===== src/rtl/bcd_countdown_timer_if.sv =====
// Control/status bundle between a countdown timer and its host logic.
// The host drives the commands and presets; the timer returns the remaining
// time as BCD digits plus its status flags.
interface bcd_countdown_timer_if;
   // host -> timer
   logic       ms_tick;
   logic       start;
   logic       pause;
   logic       abort;
   logic [3:0] load_tens;
   logic [3:0] load_ones;
   // timer -> host
   logic       tmr_enable;
   logic [3:0] sec_tens;
   logic [3:0] sec_ones;
   logic [3:0] tenths;
   logic       running;
   logic       done;
   logic       expired;

   // Host side: issues commands and observes the timer.
   modport master (
      output ms_tick, start, pause, abort, load_tens, load_ones,
      input  tmr_enable, sec_tens, sec_ones, tenths, running, done, expired
   );

   // Timer side.
   modport slave (
      input  ms_tick, start, pause, abort, load_tens, load_ones,
      output tmr_enable, sec_tens, sec_ones, tenths, running, done, expired
   );
endinterface


===== src/rtl/bcd_countdown_timer.sv =====
// BCD countdown timer: counts a preset SS.T value down in 0.1 s steps, where
// each step is MS_PER_TENTH millisecond ticks. Runs, holds on pause, and
// signals expiry with a level (done) and a single-cycle pulse (expired).
module bcd_countdown_timer #(
   parameter int unsigned MS_PER_TENTH = 100
) (
   input  logic                  clk,
   input  logic                  reset,
   bcd_countdown_timer_if.slave  bus
);

   localparam int unsigned MS_W    = (MS_PER_TENTH > 1) ? $clog2(MS_PER_TENTH) : 1;
   localparam int unsigned DIGIT_W = 4;
   localparam logic [MS_W-1:0]    MS_LAST   = MS_W'(MS_PER_TENTH - 1);
   localparam logic [DIGIT_W-1:0] BCD_MAX   = DIGIT_W'(9);
   localparam logic [DIGIT_W-1:0] BCD_ZERO  = DIGIT_W'(0);
   localparam logic [DIGIT_W-1:0] BCD_ONE   = DIGIT_W'(1);

   typedef enum logic [1:0] {
      ST_IDLE    = 2'd0,
      ST_RUN     = 2'd1,
      ST_HOLD    = 2'd2,
      ST_EXPIRED = 2'd3
   } state_e;

   state_e               state_q, state_d;
   logic [DIGIT_W-1:0]   tens_q, tens_d;
   logic [DIGIT_W-1:0]   ones_q, ones_d;
   logic [DIGIT_W-1:0]   tenths_q, tenths_d;
   logic [MS_W-1:0]      ms_q, ms_d;
   logic                 expire_d;
   logic                 running_q;
   logic                 tmr_en_q;
   logic                 done_q;
   logic                 expired_q;

   logic [DIGIT_W-1:0]   tens_ld;
   logic [DIGIT_W-1:0]   ones_ld;
   logic [DIGIT_W-1:0]   tens_dec;
   logic [DIGIT_W-1:0]   ones_dec;
   logic [DIGIT_W-1:0]   tenths_dec;
   logic                 last_tenth;
   logic                 tenth_due;

   // Saturate an out-of-range preset digit to 9.
   function automatic logic [DIGIT_W-1:0] clamp_bcd(input logic [DIGIT_W-1:0] d);
      return (d > BCD_MAX) ? BCD_MAX : d;
   endfunction

   assign tens_ld = clamp_bcd(bus.load_tens);
   assign ones_ld = clamp_bcd(bus.load_ones);

   // One-tenth BCD decrement with borrow chain tenths -> ones -> tens.
   always_comb begin
      tens_dec   = tens_q;
      ones_dec   = ones_q;
      tenths_dec = tenths_q - BCD_ONE;
      if (tenths_q == BCD_ZERO) begin
         tenths_dec = BCD_MAX;
         ones_dec   = ones_q - BCD_ONE;
         if (ones_q == BCD_ZERO) begin
            ones_dec = BCD_MAX;
            tens_dec = tens_q - BCD_ONE;
         end
      end
   end

   // The step that lands on 00.0 is the one taken from 00.1.
   assign last_tenth = (tens_q == BCD_ZERO) && (ones_q == BCD_ZERO) &&
                       (tenths_q == BCD_ONE);
   assign tenth_due  = bus.ms_tick && (ms_q == MS_LAST);

   // Next-state, next-digit and expiry-pulse decision.
   always_comb begin
      state_d  = state_q;
      tens_d   = tens_q;
      ones_d   = ones_q;
      tenths_d = tenths_q;
      ms_d     = ms_q;
      expire_d = 1'b0;

      if (bus.abort) begin
         state_d  = ST_IDLE;
         tens_d   = BCD_ZERO;
         ones_d   = BCD_ZERO;
         tenths_d = BCD_ZERO;
         ms_d     = '0;
      end else begin
         case (state_q)
            ST_IDLE, ST_EXPIRED: begin
               if (bus.start) begin
                  tens_d   = tens_ld;
                  ones_d   = ones_ld;
                  tenths_d = BCD_ZERO;
                  ms_d     = '0;
                  if ((tens_ld == BCD_ZERO) && (ones_ld == BCD_ZERO)) begin
                     state_d  = ST_EXPIRED;
                     expire_d = 1'b1;
                  end else begin
                     state_d  = ST_RUN;
                  end
               end
            end

            ST_RUN: begin
               if (tenth_due) begin
                  ms_d     = '0;
                  tens_d   = tens_dec;
                  ones_d   = ones_dec;
                  tenths_d = tenths_dec;
                  if (last_tenth) begin
                     state_d  = ST_EXPIRED;
                     expire_d = 1'b1;
                  end
               end else if (bus.ms_tick) begin
                  ms_d = ms_q + MS_W'(1);
               end
               // Expiry outranks a pause requested on the same edge.
               if (bus.pause && !expire_d) begin
                  state_d = ST_HOLD;
               end
            end

            ST_HOLD: begin
               if (!bus.pause) begin
                  state_d = ST_RUN;
               end
            end

            default: begin
               state_d = ST_IDLE;
            end
         endcase
      end
   end

   // State, time and status registers; status flags track the next state.
   always_ff @(posedge clk) begin
      if (reset) begin
         state_q   <= ST_IDLE;
         tens_q    <= BCD_ZERO;
         ones_q    <= BCD_ZERO;
         tenths_q  <= BCD_ZERO;
         ms_q      <= '0;
         running_q <= 1'b0;
         tmr_en_q  <= 1'b0;
         done_q    <= 1'b0;
         expired_q <= 1'b0;
      end else begin
         state_q   <= state_d;
         tens_q    <= tens_d;
         ones_q    <= ones_d;
         tenths_q  <= tenths_d;
         ms_q      <= ms_d;
         running_q <= (state_d == ST_RUN);
         tmr_en_q  <= (state_d == ST_RUN);
         done_q    <= (state_d == ST_EXPIRED);
         expired_q <= expire_d;
      end
   end

   assign bus.sec_tens   = tens_q;
   assign bus.sec_ones   = ones_q;
   assign bus.tenths     = tenths_q;
   assign bus.running    = running_q;
   assign bus.tmr_enable = tmr_en_q;
   assign bus.done       = done_q;
   assign bus.expired    = expired_q;

endmodule


===== src/flat_wrapper.sv =====
// flat-port wrapper written by rule: the top's interface ports become plain ports
module bcd_countdown_timer_flat 
#(
   parameter int unsigned MS_PER_TENTH = 100
)
  (clk, reset, bus_ms_tick, bus_start, bus_pause, bus_abort, bus_load_tens, bus_load_ones, bus_tmr_enable, bus_sec_tens, bus_sec_ones, bus_tenths, bus_running, bus_done, bus_expired);
  bcd_countdown_timer_if bus_i ();
  input  logic clk;
  input  logic reset;
  input wire logic [$bits(bus_i.ms_tick)-1:0] bus_ms_tick;
  input wire logic [$bits(bus_i.start)-1:0] bus_start;
  input wire logic [$bits(bus_i.pause)-1:0] bus_pause;
  input wire logic [$bits(bus_i.abort)-1:0] bus_abort;
  input wire logic [$bits(bus_i.load_tens)-1:0] bus_load_tens;
  input wire logic [$bits(bus_i.load_ones)-1:0] bus_load_ones;
  output wire logic [$bits(bus_i.tmr_enable)-1:0] bus_tmr_enable;
  output wire logic [$bits(bus_i.sec_tens)-1:0] bus_sec_tens;
  output wire logic [$bits(bus_i.sec_ones)-1:0] bus_sec_ones;
  output wire logic [$bits(bus_i.tenths)-1:0] bus_tenths;
  output wire logic [$bits(bus_i.running)-1:0] bus_running;
  output wire logic [$bits(bus_i.done)-1:0] bus_done;
  output wire logic [$bits(bus_i.expired)-1:0] bus_expired;
  assign bus_i.ms_tick = bus_ms_tick;
  assign bus_i.start = bus_start;
  assign bus_i.pause = bus_pause;
  assign bus_i.abort = bus_abort;
  assign bus_i.load_tens = bus_load_tens;
  assign bus_i.load_ones = bus_load_ones;
  assign bus_tmr_enable = bus_i.tmr_enable;
  assign bus_sec_tens = bus_i.sec_tens;
  assign bus_sec_ones = bus_i.sec_ones;
  assign bus_tenths = bus_i.tenths;
  assign bus_running = bus_i.running;
  assign bus_done = bus_i.done;
  assign bus_expired = bus_i.expired;
  bcd_countdown_timer #(.MS_PER_TENTH(MS_PER_TENTH)) u_core (.clk(clk), .reset(reset), .bus(bus_i));
endmodule

===== config.mk =====
export PLATFORM = sky130hd
export DESIGN_NAME = bcd_countdown_timer_flat
export DESIGN_NICKNAME = d
export VERILOG_FILES = /design/src/rtl/bcd_countdown_timer_if.sv /design/src/rtl/bcd_countdown_timer.sv /design/src/flat_wrapper.sv
export SDC_FILE = /design/constraint.sdc
export NUM_CORES = 1
export LEC_CHECK = 0
export ABC_CLOCK_PERIOD_IN_PS = 5600
export CAP_MARGIN = 20
export CORE_MARGIN = 2
export CORE_UTILIZATION = 55
export DETAILED_ROUTE_END_ITERATION = 7
export PLACE_DENSITY = 0.92
export REMOVE_ABC_BUFFERS = 1
export SLEW_MARGIN = 20
export SYNTH_ARGS = -nofsm -noshare
export SYNTH_HDL_FRONTEND = slang
export SYNTH_SLANG_ARGS = --single-unit

===== constraint.sdc =====
create_clock -name clk -period 5.6 [get_ports clk]
set_input_delay 1.68 -clock clk [delete_from_list [all_inputs] [get_ports clk]]
set_output_delay 1.68 -clock clk [all_outputs]
set_load 0.005 [all_outputs]

Word-level counts from Yosys, hierarchy flattened
Index checks and enable logic that the tools add are counted.
{"block": "classes", "n_addsub": 4, "n_eq_ne": 12, "order_cmp": 2, "muxes": 35, "reduce_logical": 19}
{"cell": "2-to-1 mux 4 bit", "n": 13}
{"cell": "case mux 4 bit (2 select lines)", "n": 3}
{"cell": "2-to-1 mux 7 bit", "n": 3}
{"cell": "zero test 4 bit", "n": 5}
{"cell": "2-to-1 mux 2 bit", "n": 7}
{"cell": "case mux 7 bit (2 select lines)", "n": 1}
{"cell": "subtractor 4 x 1 -> 4 bit, second input constant", "n": 3}
{"cell": "> comparator 4 bit, second input constant", "n": 2}
{"cell": "adder 7 x 1 -> 7 bit, second input constant", "n": 1}
{"cell": "== test 7 bit, second input constant", "n": 1}
{"cell": "== test 2 bit, second input constant", "n": 3}
{"cell": "2-to-1 mux 1 bit", "n": 6}
{"cell": "!= test 2 x 1 -> 1 bit, second input constant", "n": 3}
{"cell": "case mux 2 bit (3 select lines)", "n": 1}
{"cell": "AND reduction 3 bit", "n": 2}
{"cell": "logical AND 1 bit", "n": 5}
{"cell": "AND reduction 5 bit", "n": 1}
{"cell": "== test 2 x 1 -> 1 bit, second input constant", "n": 2}
{"cell": "== test 4 x 1 -> 1 bit, second input constant", "n": 1}
{"cell": "AND reduction 4 bit", "n": 1}
{"cell": "OR reduction 2 bit", "n": 2}
{"cell": "!= test 3 x 2 -> 1 bit, second input constant", "n": 1}
{"cell": "zero test 2 bit", "n": 1}
{"cell": "!= test 2 bit, second input constant", "n": 1}
{"cell": "other kinds (3)", "n": 3}
{"block": "word_totals", "register_bits": 24, "out_inout_bits": 16, "elab_cells": 80, "inputBits": 14}

Logic depth before layout (Yosys ltp)
{"block": "logic_depth", "word_depth": 13, "depth_mapped": 8}

Least setup slack after synthesis
Ideal clock, no wire load.
{"block": "synth_path", "path_type": "input to register", "startpoint": "in bus_ms_tick", "endpoint": "reg u_core.tens_q[3], in the netlist u_core.bus.sec_tens[3]", "n_path_buf": 1, "setup_slack_ps": 2663, "arrival_time_ps": 2863, "path_stages": 5, "required_ps": 5526, "path_cell_list": "and4_1 buf_2 nand4_1 or4_1 a31oi_1"}
{"block": "synth_between", "elab_chain_len": 3}
{"element": "start: declaration", "line_no": "flat_wrapper.sv:10", "rtl": "input wire logic [$bits(bus_i.ms_tick)-1:0] bus_ms_tick;"}
{"element": "logical AND 1 bit", "line_no": "bcd_countdown_timer.sv:71", "rtl": "assign tenth_due = bus.ms_tick && (ms_q == MS_LAST);"}
{"element": "!= test 2 x 1 -> 1 bit (no line)"}
{"element": "AND reduction 5 bit (no line)"}
{"element": "end signal: assignment", "line_no": "bcd_countdown_timer.sv:151", "rtl": "tens_q <= tens_d;"}
{"element": "end: declaration", "line_no": "bcd_countdown_timer.sv:27", "rtl": "logic [DIGIT_W-1:0] tens_q, tens_d;"}
No other way between the ends.
A chain may end at the register's enable or synchronous reset.

Worst setup path after layout
Same ends and word-level chain as after synthesis.

==> out/metrics.cfg <==
[power_and_ir_drop]
comb_power_share_pct=22.1
p_seq_share_pct=51.7
power_switching_share_pct=28.5
p_leak_nw=0.604
vdd_drop_max_mv=0.151
p_switching_mw=0.0996
power_density_mw_per_mm2=193
power_frac_clock_pct=26.2
intPower_mw=0.250

[setup_path]
end_kind=flip-flop
path_cells=clkdlybuf4s50_1, and4_1, nand4_1, or4_1, a31oi_1
startpoint_type=input port
critPathTopFamily=simple AND/OR/NAND/NOR gates
slowest_delay_ns=0.58
crit_type=in2reg
cp_max_fo=8
worst-path-buf-inv=1
cp_data_arrival_time_ns=3.65
cp_slowest_cell=or4_1
cp.required_ns=5.85

[placement]
port_buffers=29
place_hpwl_microns=3150
pre_cts_slack_ns=1.94
gp_congestion=0.940

[detailed_routing]
dr.first_iter.drc_count=116
drc=0
via_per_inst=6.72
wire_per_inst_microns=17.6
via_count=1605
drt_wl_total_microns=4200
drtAntennaViolNets=0
first_pass_iters=4

[outcome]
status=completed

[global_routing]
grt_max_degree=26
grt_usage_pct=26.5
antenna_found_initial=0
grt_pass1_vias=1548
grt_overflow=0
grt_pass1_wl_microns=6790

[synthesis]
yosys.area.top_type=dfxtp_1
synth-edff-count=0
ys_warn_count=0
synth_seq_cells=24
synth_top_area_share_pct=32.2
synth_ff_type=dfxtp_1
synthArstFlopShare_pct=0
synth_cell_types=51
syn_avg_cell_area_sq_um=8.11
netlist_instances=184
yosysSeqAreaShare_pct=32.2
netlist_area_sq_mm=0.00149
synthTopCellsByArea=dfxtp_1 (32%), a21oi_1 (4.7%), o21ai_0 (4.7%), ha_1 (4.2%), nand3_1 (3.4%)

[cts]
cts_tree=yes
cts_setup_buffers=0
cts_resized=0
numCtsBuffers=3
cts-root-buf=clkbuf_4
htreeDepth=1
clock_path_buffers=2
insertion_delay_ns=0.31
clkTransAtPathRegs_ns=0.13
cts.sinks=24
cts_hold_buf=0

[min_path]
min-delay-path-class=reg2reg

[floorplan]
die_w_microns=56.1
start_util_pct=59.1
die_h_microns=56.1
rows=18
dieArea_sq_mm=0.00314
core_area_sq_mm=0.00252
ios=30

[sta]
min_period_ns=3.40
fmax_mhz=294
slew_violations=0
setup_slack_ns=2.20
tightest_slew_ns=0.864
fin_crit_sh_pct=60.7
relSlewSlack_pct=42.4
rsz0062_at_grt=no
tns_ns=0
setup_viol=0
timing.hold.ws_ns=0.514
hold_viol=0
finalClockSkew_ns=0.00564

[final_layout]
register_area_sq_um=480
fillers=203
antenna_cells=0
syn_to_final_growth_pct=21.6
fin_nets=229
multi_input_area_sq_um=927
drive_gt1_share_pct=5.26

[run]
drv_cap=0

## state kept, by name, indices dropped and copies added, names as in the netlist
register	count
u_core.bus.sec_ones	4
u_core.bus.running	1
u_core.state_q	2
u_core.ms_q	7
u_core.bus.expired	1
u_core.bus.done	1
u_core.bus.sec_tens	4
u_core.bus.tenths	4
## power groups by stage
stage	combinational, mW	clock [mW]	sequential, mW
finish	0.0773	0.0918	0.181
global route	0.0834	0.100	0.181
CTS	0.0755	0.0926	0.180
detailed placement	0.0750	0	0.184
global placement	0.0720	0	0.184
floorplan	0.0435	0	0.184
## area by class of cell
| cell class | count | share of cell area (%) |
|---|---|---|
| multi-input cells | 141 | 51.1 |
| flip-flops and latches | 24 | 26.5 |
| repair buffers | 29 | 16.0 |
| inverters | 11 | 2.28 |
| well taps | 30 | 2.07 |
| clock buffers | 4 | 2.00 |
## final timing paths
kind,from,to,slack [ns],cells past startpoint
hold / removal,u_core.ms_q[5],u_core.ms_q[5],0.51,2
setup reg to reg,u_core.state_q[0],u_core.ms_q[6],2.98,5
setup / recovery,bus_ms_tick,u_core.bus.sec_tens[3],2.20,5
hold reg to reg,u_core.ms_q[5],u_core.ms_q[5],0.51,2
## cells in the mapped netlist, drive strengths merged (2+ instances only)
cell type and instances:
dfxtp 24, a21oi 14, o21ai 14, nor2 12, inv 10, nand3 10
nand2 8, or3 7, a31oi 6, nor4 6, a211oi 5, ha 5
or4 5, buf 4, clkbuf 4, nor3 4, a221oi 3, a41oi 3
nand2b 3, nand4 3, nor3b 3, xnor2 3, a211o 2, and3 2
and3b 2, nor2b 2, o221a 2, o22ai 2
## routing by layer
layer	part of all wire [%]	vias up	global-route usage [%]
li1	-	760	-
met4	1.4	0	11.9
met5	0	-	0
met1	42	748	34.5
met2	48	88	42.9
met3	8.8	9	4.19
## tightest hold or removal path, delay by kind of cell (launching register included)
kind,cells,cell delay [ns]
AO/OA/AOI/OAI,2,0.13
flip-flops,1,0.35
## cells in the final DEF, fill, tap and decap left out, types with 2 or more instances in the layout
cell and count:
clkbuf_4 3, a211o_1 2, dfxtp_1 24, or3_1 7
ha_1 5, and3_1 2, nand2b_1 3, o21ai_0 14
a41oi_1 3, o221a_2 2, clkdlybuf4s50_1 29, a221oi_1 3
a211oi_1 5, and3b_1 2, a21oi_1 14, nor4_1 5
nand3_1 10, nand4_1 3, nand2_1 8, a31oi_1 6
nor2_1 12, nor3_1 3, xnor2_1 3, or4_1 4
inv_1 10, nor3b_1 3, o22ai_1 2
## per-stage QoR
stage               std cells  area [sq um]  total power, mW  util (%)
floorplan                 176          1450            0.227         -
global placement          235          1780            0.256      70.4
detailed placement        235          1780            0.259      70.4
CTS                       239          1810            0.349      71.9
global route              239          1810            0.365      71.9
finish                    239          1810            0.350      71.9
## cell families after synthesis
group | Yosys count | share of synthesized area [%]
and+or+nand+nor | 73 | 29.5
AOI/OAI and AO/OA | 59 | 26.0
DFF | 24 | 32.2
buffers and inverters | 19 | 5.62
adders and majority gates | 5 | 4.19
xor gates and xnor gates | 3 | 1.76
muxes | 1 | 0.671
Power figures use the tool's default switching activity.
